File: src/rtl/fetch_unit.sv
// Instruction fetch unit: PC register, combinational instruction memory
// interface and a 2-entry {pc, instr} FIFO feeding decode. Redirects flush the
// FIFO and reload the PC. A misaligned redirect target raises a one-cycle
// error. A head PC beyond the memory size raises a range error.
module fetch_unit #(
   parameter logic [31:0] RESET_PC   = 32'h0000_0000,
   parameter int unsigned IMEM_WORDS = 128
) (
   input  logic        clk,
   input  logic        rst,
   output logic [31:0] imem_addr,
   input  logic [31:0] imem_rdata,
   input  logic        redirect_valid,
   input  logic [31:0] redirect_pc,
   output logic        out_valid,
   input  logic        out_ready,
   output logic [31:0] out_pc,
   output logic [31:0] out_instr,
   output logic        misalign_err,
   output logic        range_err,
   output logic [31:0] fetch_count
);

   logic [31:0] r_pc;
   logic [31:0] r_fifo_pc    [0:1];
   logic [31:0] r_fifo_instr [0:1];
   logic        r_head;
   logic        r_tail;
   logic [1:0]  r_count;
   logic [31:0] r_fetch_count;
   logic        r_misalign;

   logic        w_fire;
   logic        w_enq;
   logic [31:0] w_word_idx;

   // A fire frees the head slot in the same cycle, so a full FIFO can still
   // accept the word being fetched. A redirect suppresses the enqueue.
   assign w_fire     = out_valid && out_ready;
   assign w_enq      = !redirect_valid && ((r_count != 2'd2) || w_fire);

   assign imem_addr    = r_pc;
   assign out_valid    = (r_count != 2'd0);
   assign out_pc       = r_fifo_pc[r_head];
   assign out_instr    = r_fifo_instr[r_head];
   assign misalign_err = r_misalign;
   assign fetch_count  = r_fetch_count;

   assign w_word_idx = {2'b00, out_pc[31:2]};
   assign range_err  = out_valid && (w_word_idx >= IMEM_WORDS);

   // PC, FIFO pointers and occupancy; redirect flushes and reloads the PC.
   // NOTE: sequential state uses non-blocking assignments so every register
   // samples pre-edge values, independent of statement order.
   always_ff @(posedge clk or posedge rst) begin
      if (rst) begin
         r_pc    <= RESET_PC;
         r_head  <= 1'b0;
         r_tail  <= 1'b0;
         r_count <= 2'd0;
      end else if (redirect_valid) begin
         r_pc    <= {redirect_pc[31:2], 2'b00};
         r_head  <= 1'b0;
         r_tail  <= 1'b0;
         r_count <= 2'd0;
      end else begin
         if (w_fire) begin
            r_head <= ~r_head;
         end
         if (w_enq) begin
            r_tail <= ~r_tail;
            r_pc   <= r_pc + 32'd4;
         end
         case ({w_enq, w_fire})
            2'b10:   r_count <= r_count + 2'd1;
            2'b01:   r_count <= r_count - 2'd1;
            default: r_count <= r_count;
         endcase
      end
   end

   // FIFO storage: write the fetched word into the tail slot.
   // NOTE: the storage array is deliberately not reset; out_valid (driven by
   // the reset occupancy count) guarantees stale contents are never presented.
   always_ff @(posedge clk) begin
      if (w_enq) begin
         r_fifo_pc[r_tail]    <= r_pc;
         r_fifo_instr[r_tail] <= imem_rdata;
      end
   end

   // Saturating handshake counter; a fire coinciding with a redirect counts.
   always_ff @(posedge clk or posedge rst) begin
      if (rst) begin
         r_fetch_count <= 32'd0;
      end else if (w_fire && (r_fetch_count != 32'hFFFF_FFFF)) begin
         r_fetch_count <= r_fetch_count + 32'd1;
      end
   end

   // One-cycle pulse after taking a redirect to a non-word-aligned target.
   always_ff @(posedge clk or posedge rst) begin
      if (rst) begin
         r_misalign <= 1'b0;
      end else begin
         r_misalign <= redirect_valid && (redirect_pc[1:0] != 2'b00);
      end
   end

endmodule
File: config.mk
export PLATFORM = sky130hd
export DESIGN_NAME = fetch_unit
export DESIGN_NICKNAME = d
export VERILOG_FILES = /design/src/rtl/fetch_unit.sv
export SDC_FILE = /design/constraint.sdc
export NUM_CORES = 1
export LEC_CHECK = 0
export ABC_AREA = 1
export BUFFER_PORTS_ARGS = -buffer_cell sky130_fd_sc_hd__buf_2
export CORE_MARGIN = 3
export CORE_UTILIZATION = 60
export CTS_BUF_LIST = sky130_fd_sc_hd__clkbuf_8
export DETAILED_ROUTE_END_ITERATION = 6
export HOLD_SLACK_MARGIN = 0.1
export PLACE_DENSITY = 0.92
export SYNTH_ARGS = -nofsm -noshare
export SYNTH_HDL_FRONTEND = slang
export SYNTH_SLANG_ARGS = --single-unit
File: constraint.sdc
create_clock -name clk -period 10.1 [get_ports clk]
set_input_delay 0 -clock clk [delete_from_list [all_inputs] [get_ports clk]]
set_output_delay 0 -clock clk [all_outputs]
set_load 0.05 [all_outputs]
; ---- Word level (Yosys, flattened, before mapping)
; Memory sizes are Yosys's and may differ from the RTL's.
; Cells that the tools add are included.
[classes]
bitwise_logic = 2
n_reduce_logical = 12
n_mux = 10
order_cmp = 1
n_eq_ne = 4
n_div = 0
n_shift = 0
mul = 0
add_sub_neg = 4
[ops]
columns = cell, n
row1 = $mux W32, 2
row2 = $add A32 B1 Y32 const B, 1
row3 = $add A32 B3 Y32 const B, 1
row4 = $ne A32 B32 Y1 const B, 1
row5 = $ge A30 B8 Y1 const B, 1
row6 = $reduce_bool A2 Y1, 4
row7 = $mux W1, 6
row8 = $logic_and A1 B1 Y1, 5
row9 = $pmux W2 S2, 1
row10 = $reduce_bool A3 Y1, 1
row11 = $add A2 B1 Y2 const B, 1
row12 = $eq A2 B1 Y1 const B, 1
row13 = $eq A2 B2 Y1 const B, 1
row14 = $mux W2, 1
row15 = $ne A2 B2 Y1 const B, 1
row16 = $not A1 Y1, 2
row17 = $sub A2 B1 Y2 const B, 1
row18 = $logic_not A1 Y1, 1
row19 = $logic_or A1 B1 Y1, 1
[word_totals]
latch_bits = 0
mem_count = 2
output_inout_bits = 131
romBits = 0
input_bits = 68
ram_bits = 128
reg_bits = 69
[mem_list]
columns = name, depth, width, read_ports, rd_ports_with_merged_regs, wr, line_no
row1 = r_fifo_instr, 2, 32, 1, 0, 1, 26  ; logic [31:0] r_fifo_instr [0:1];
row2 = r_fifo_pc, 2, 32, 1, 0, 1, 25  ; logic [31:0] r_fifo_pc [0:1];

; ---- Longest topological paths before layout
; Gate-level depths: netlist of the first run.
[depth]
word_depth = 7
ltp_mapped = 11
depth_no_buf = 10

; ---- Worst setup path before layout of the first run
; Ideal clock, no wire load.
[synth_path]
kind = flip-flop to flip-flop
start = reg r_count[1]
end = mem r_fifo_instr[0][0], enable pin
setup_ns = 0.484
path_slack_ns = 6.213
arrival_time_ns = 3.404
stages_incl_launch_ff = 6
cell_sequence = dfrtp_1 inv_1 nor2_1 nand2_1 nand2_1 nor2_1
[synth_between]
elab_chain_len = 6
word_cells_on_any_way = 7
cone_classes = eq/ne: 1 / mux: 2 / reduce/logical: 4
[synth_lines]
columns = item, line_no
row1 = start: declaration, 29  ; logic [1:0] r_count;
row2 = start signal: assignment, 75  ; 2'b10: r_count <= r_count + 2'd1;
row3 = start signal: assignment, 76  ; 2'b01: r_count <= r_count - 2'd1;
row4 = start signal: assignment, 77  ; default: r_count <= r_count;
row5 = $reduce_bool A2 Y1, 43  ; assign out_valid = (r_count != 2'd0);
row6 = $logic_and A1 B1 Y1, 39  ; assign w_fire = out_valid && out_ready;
row7 = $logic_or A1 B1 Y1 (*), 40  ; assign w_enq = !redirect_valid && ((r_count != 2'd2) || w_fire);
row8 = $logic_and A1 B1 Y1 (*), 40
row9 = $mux W1 (*), 86  ; if (w_enq) begin
row10 = $mux W1 (not written as such) (*), 88  ; r_fifo_instr[r_tail] <= imem_rdata;
row11 = end: declaration, 26
; Mark *: on every way between the ends. The rest lies on a longest branch, timed or not.

; ---- Worst setup path in the final report of the first run
[layout_path]
start = reg r_head
end = out range_err
[layout_between]
elab_chain_len = 3
[layout_lines]
columns = item, line_no
row1 = start: declaration, 27  ; logic r_head;
row2 = start signal: assignment, 68  ; r_head <= ~r_head;
row3 = $mem_v2 Z2 W32, -
row4 = $ge A30 B8 Y1, 50  ; assign range_err = out_valid && (w_word_idx >= IMEM_WORDS);
row5 = $logic_and A1 B1 Y1, 50
row6 = end: declaration, 20  ; output logic range_err,
; No other way between the ends.

==> results.yml, run 1 <==
run_status:
  status: "finished, final reports clean"
die:
  start_util: 0.619
  rows: 44
  die_w_um: 129
  core_um2: 14600
  die_h_um: 129
  ios: 199
  dieArea_um2: 16600
cells_and_area:
  syn2layout_area_growth_pct: 25.1
  drive_above_1_share: 0.184
  antennaDiodeCount: 0
  fin_nets: 1391
  final_util: 0.774
  final_cells: 1518
  post-route-cell-area_um2: 11300
routing:
  totalWireLength_mm: 25.9
  antenna_left: 0
  drt_iter0_markers: 1206
  via_per_inst: 5.56
  drc: 0
  vias: 8435
  first_pass_iters: 6
  wl_per_cell_um: 17.1
logic_synthesis:
  synth_seq_area_share: 0.596
  synth.distinct_cells: 34
  yosysWarningCount: 0
  synth_area_um2: 9060
  synth_area_per_cell_um2: 8.66
  postSynthCellCount: 1047
  synth-seq-cells: 191
global_route:
  grt_start_max_net_pins: 68
  overflow: 0
  grt_pass1_vias: 7906
  antenna_found_initial: 0
  grt_first_pass_wirelength_mm: 39.1
  grt_usage: 0.305
placed_design:
  dp_slack_ns: 7.79
  detailed_place_hpwl_mm: 16.0
  dp.cells: 1403
  gp_congestion: 0.950
  portBuffers: 194
  dpl_cell_area_um2: 10200
pwr:
  total_power_mw: 1.90
  power_density_nw_per_um2: 168
  p_leak_nw: 5.22
  max-vdd-ir-drop_mv: 0.0934
critical_path:
  worstPathArrival_ns: 2.60
  critPathKind: "register to primary output"
  cp_slowest_stage_delay_ns: 0.79
  crit_top_cell: "nand2_1"
  crit_slowest_cell: "inv_2"
  start_kind: "register"
  crit_required_ns: 10.10
  crit_path_end_kind: "primary output"
  path_cells: "inv_2, nand2_1, nand2_1, nor2_1, nand2_1, nor2_1, nand2_1, o21ai_1, inv_1, buf_2"
  path_max_fanout: 64
cts:
  cts_tree: "yes"
  clkLatencyLatePin_ns: 0.46
  clk_pin_slew_ns: 0.09
  cts_root_buf: "clkbuf_8"
  numCtsBuffers: 17
  numClockSinks: 191
  clockBufferDepth: 2
  htreeDepth: 4
timing:
  period_needed_ns: 2.60
  fin_hold_ws_ns: 0.160
  rsz0062_at_grt: "false"
  postLayoutSetupSlackWorst_ns: 7.50
  worst-slew-pin-transition_ns: 1.11
  fin_crit_sh: 0.258
  slew_headroom: 0.259
  final-setup-viol-count: 0
  setup_total_negative_slack_ns: 0
  final-max-slew-violation-count: 0
  finalHoldViolations: 0
  fmax_mhz: 384
  clock_skew_ns: 0.0132
worst_hold_path:
  hold_class: "input port to register"
job:
  maxCapViolations: 0
-- path summary, 6_finish.rpt --
path	cells after the start	slack, ns	start	end
max	10	7.50	r_head	range_err
min	2	0.16	redirect_valid	r_count[0]
max reg2reg	8	7.56	r_count[1]	imem_addr[20]
min reg2reg	2	0.57	fetch_count[1]	fetch_count[1]
max in group asynchronous	4	9.10	rst	r_head
min in group asynchronous	4	0.38	rst	imem_addr[14]
-- per-layer routing --
metal | global-route usage | wire (µm)
met1 | 0.382 | 9550
met2 | 0.505 | 12300
met3 | 0.0660 | 2860
met4 | 0.151 | 1230
met5 | 0 | 0
-- registers in the layout, summed over array words and instances (netlist names) --
name,flops
fetch_count,32
imem_addr,30
misalign_err,1
r_count,2
r_fifo_instr,64
r_fifo_pc,60
r_head,1
r_tail,1
-- Yosys cell counts, drive strengths merged --
master,n,share of area
a21oi,7,0.0043
a22o,2,0.0019
a31oi,1,0.00069
buf,24,0.017
clkbuf,6,0.0025
conb,1,0.00041
dfrtp,67,0.18
edfxtp,124,0.41
ha,2,0.0028
inv,49,0.020
nand2,525,0.22
nand3,34,0.019
nand3b,21,0.017
nand4,2,0.0014
nor2,130,0.057
nor3,4,0.0022
o211ai,3,0.0025
o21ai,18,0.0099
o21bai,1,0.00083
o311ai,1,0.00097
or2,2,0.0014
xnor2,3,0.0029
xor2,20,0.020
-- power breakdown --
group / leakage (nW) / internal [mW] / switching (mW) / total [mW]
Sequential: 2.03 / 0.901 / 0.0606 / 0.962
Combinational: 3.00 / 0.115 / 0.366 / 0.480
Clock: 0.196 / 0.198 / 0.262 / 0.460
Total: 5.22 / 1.21 / 0.689 / 1.90
-- critical path: cells and delay by family, from the launching register on --
| family | cells | cell delay (ns) |
|---|---|---|
| and+or+nand+nor | 6 | 0.54 |
| buffers and inverters | 3 | 1.12 |
| DFF | 1 | 0.41 |
| AOI/OAI and AO/OA | 1 | 0.06 |
-- layout make-up --
class	count	area, µm²
clock buffers	18	248
fillers	928	3300
inverters	49	184
clock inverters	14	106
repair buffers	282	1840
well taps	184	230
flip-flops and latches	191	5400
multi-input cells	780	3330
-- cells by family (layout without fill, tap and decap cells) --
logic type	after synthesis	count (layout)	synth area share
and+or+nand+nor	718	718	0.317
DFF	191	191	0.596
buffers and inverters	79	363	0.0395
AOI/OAI and AO/OA	33	33	0.0211
xor gates and xnor gates	23	23	0.0231
adders and majority gates	2	2	0.00276
other	1	4	0.000414
-- cell usage in the layout, fill, tap and decap left out, drive strengths merged --
cell type	instances
clkinvlp	2
nand4	2
clkbuf	18
o311ai	1
nand3b	21
nor2	130
buf	199
a21oi	7
o211ai	3
a22o	2
inv	56
o21ai	18
or2	2
nor3	4
edfxtp	124
xor2	20
xnor2	3
dlygate4sd3	83
bufinv	1
clkinv	4
ha	2
o21bai	1
nand2	525
nand3	34
a31oi	1
conb	4
dfrtp	67
-- timing repair --
action / CTS / global route
hold buffers: 83 / 0
setup buffers: 0 / 0
endpoints found under the hold margin: 165 / 0
resized for setup: 0 / 0
Power figures use the tool's default switching activity.
==> run 2: changes to the inputs <==
--- a/config.mk
+++ b/config.mk
@@ -8,11 +8,11 @@
 export ABC_AREA = 1
 export BUFFER_PORTS_ARGS = -buffer_cell sky130_fd_sc_hd__buf_2
 export CORE_MARGIN = 3
-export CORE_UTILIZATION = 60
+export CORE_UTILIZATION = 51
 export CTS_BUF_LIST = sky130_fd_sc_hd__clkbuf_8
 export DETAILED_ROUTE_END_ITERATION = 6
 export HOLD_SLACK_MARGIN = 0.1
-export PLACE_DENSITY = 0.92
+export PLACE_DENSITY = 0.84
 export SYNTH_ARGS = -nofsm -noshare
 export SYNTH_HDL_FRONTEND = slang
 export SYNTH_SLANG_ARGS = --single-unit
==> constraint.sdc (replaced) <==
create_clock -name clk -period 2.3 [get_ports clk]
set_input_delay 0 -clock clk [delete_from_list [all_inputs] [get_ports clk]]
set_output_delay 0 -clock clk [all_outputs]
set_load 0.05 [all_outputs]
==> results.yml, run 2 (synthesis gave the netlist of run 1 again) <==
routing:
  drt_iter0_markers: 698
  first_pass_iters: 7
  totalWireLength_mm: 25.1
  drc: 2
  wl_per_cell_um: 15.8
  antenna_left: 0
  vias: 8219
  via_per_inst: 5.19
worst_hold_path:
  hold_class: "input port to async pin"
cells_and_area:
  syn2layout_area_growth_pct: 29.8
  fin_nets: 1416
  largest_reg_flops: 64
  final_cell_mix: "nand2_1 (522), buf_2 (194), edfxtp_1 (124)"
  final_cells: 1584
  drive_above_1_share: 0.196
  antennaDiodeCount: 0
  layout_commonest_cell: "nand2_1"
  final_util: 0.678
  top_register: "r_fifo_instr"
global_route:
  grt_pass1_vias: 7935
  grt_usage: 0.258
  overflow: 0
  groute.layer.met2.usage: 0.415
  grtUsageMet1: 0.344
  grt_busiest_layer: "met2"
  antenna_found_initial: 0
  grt_start_max_net_pins: 43
  grt_first_pass_wirelength_mm: 40.1
  grt_util_met3: 0.0498
job:
  maxCapViolations: 0
critical_path:
  critPathKind: "register to register"
  r2r_cells: 8
  worstSetupStartpoint: "imem_addr[4]"
  r2r_end: "imem_addr[9]"
  path_max_fanout: 10
  start_kind: "register"
  crit_required_ns: 2.72
  worstPathArrival_ns: 2.60
  r2r_setup_slack_ns: 0.12
  r2r-start: "imem_addr[4]"
  crit_path_end_kind: "register"
die:
  dieArea_um2: 19400
  ios: 199
  core_um2: 17400
  die_h_um: 139
  rows: 48
  start_util: 0.522
  die_w_um: 139
cts:
  htreeDepth: 4
  clk_pin_slew_ns: 0.12
  clockBufferDepth: 2
  numClockSinks: 191
  clkLatencyLatePin_ns: 0.48
  cts_root_buf: "clkbuf_8"
  numCtsBuffers: 17
  cts_tree: "yes"
timing:
  slew_headroom: 0.486
  final-setup-viol-count: 0
  finalHoldViolations: 0
  final-max-slew-violation-count: 0
  fin_hold_ws_ns: 0.211
  setup_total_negative_slack_ns: 0
  rsz0062_at_grt: "false"
  period_needed_ns: 2.18
  postLayoutSetupSlackWorst_ns: 0.122
  worst-slew-pin-transition_ns: 0.770
  fin_crit_sh: 0.947
  clock_skew_ns: 0.0166
  fmax_mhz: 459
placed_design:
  gp_congestion: 0.949
  portBuffers: 194
  dp.cells: 1454
  dp_slack_ns: 0.366
  detailed_place_hpwl_mm: 17.0
run_status:
  status: "finished with violations"
  violations: "DRC"
pwr:
  p_leak_nw: 5.38
  power_density_nw_per_um2: 735
  max-vdd-ir-drop_mv: 0.418
[run 2: changes by cell type in the layout (fill, tap and decap cells not counted), moves of 2 or more]
cell,delta
dlygate4sd3_1,+11
buf_4,+8
clkinv_8,+6
inv_1,-6
buf_12,+5
inv_12,+3
clkinv_2,-2
clkinv_4,-2
inv_6,+2
inv_8,+2
[run 2: worst max-delay path, stage by stage (launching register included)]
cell and delay (ns):
dfrtp_1 0.58, nand2_1 0.13, nor2_2 0.19, nand2_1 0.14, inv_2 0.10, nand2_1 0.08
or2_0 0.21, a21oi_1 0.14, dlygate4sd3_1 0.55
[run 2: what timing repair did]
| item | in CTS | in global routing |
|---|---|---|
| hold buffers | 94 | 0 |
| gates resized for setup | 0 | 5 |
| setup buffers | 0 | 4 |
| hold endpoints to repair | 130 | 0 |
| setup endpoints to repair | 0 | 11 |
[run 2: metrics by stage]
stage	power, mW	cell area [µm²]
after CTS	8.65	11700
final	8.65	11800
after detailed placement	6.27	10300
after global routing	9.01	11800
after global placement	6.22	10300
after floorplan	5.68	9080
[run 2: layout make-up]
class / count / area, µm²
fillers: 1296 / 5590
flip-flops and latches: 191 / 5400
multi-input cells: 780 / 3330
repair buffers: 307 / 2120
well taps: 225 / 282
clock buffers: 17 / 234
clock inverters: 15 / 203
inverters: 49 / 190
[run 2: how the worst max path moves through the flow]
stage | to | slack, ns | cells past startpoint
after global placement | r_fifo_instr[1][16] | 0.40 | 6
after floorplan | r_fifo_instr[0][0] | -0.56 | 5
final | imem_addr[9] | 0.12 | 8
after global routing | imem_addr[3] | 0.008 | 9
after CTS | range_err | 0.04 | 10
after detailed placement | fetch_count[16] | 0.37 | 8
[run 2: where the power goes]
group	total [mW]	internal, mW	switching, mW	leakage, nW
logic	2.15	0.554	1.59	3.14
clock network	2.29	0.865	1.42	0.211
registers	4.22	3.95	0.262	2.03
[run 2: routing by layer]
metal  share of wire  vias to the layer above
met5               0                        -
met4           0.036                        0
met3           0.086                       88
met2            0.47                      413
met1            0.41                     3787
li1                -                     3931
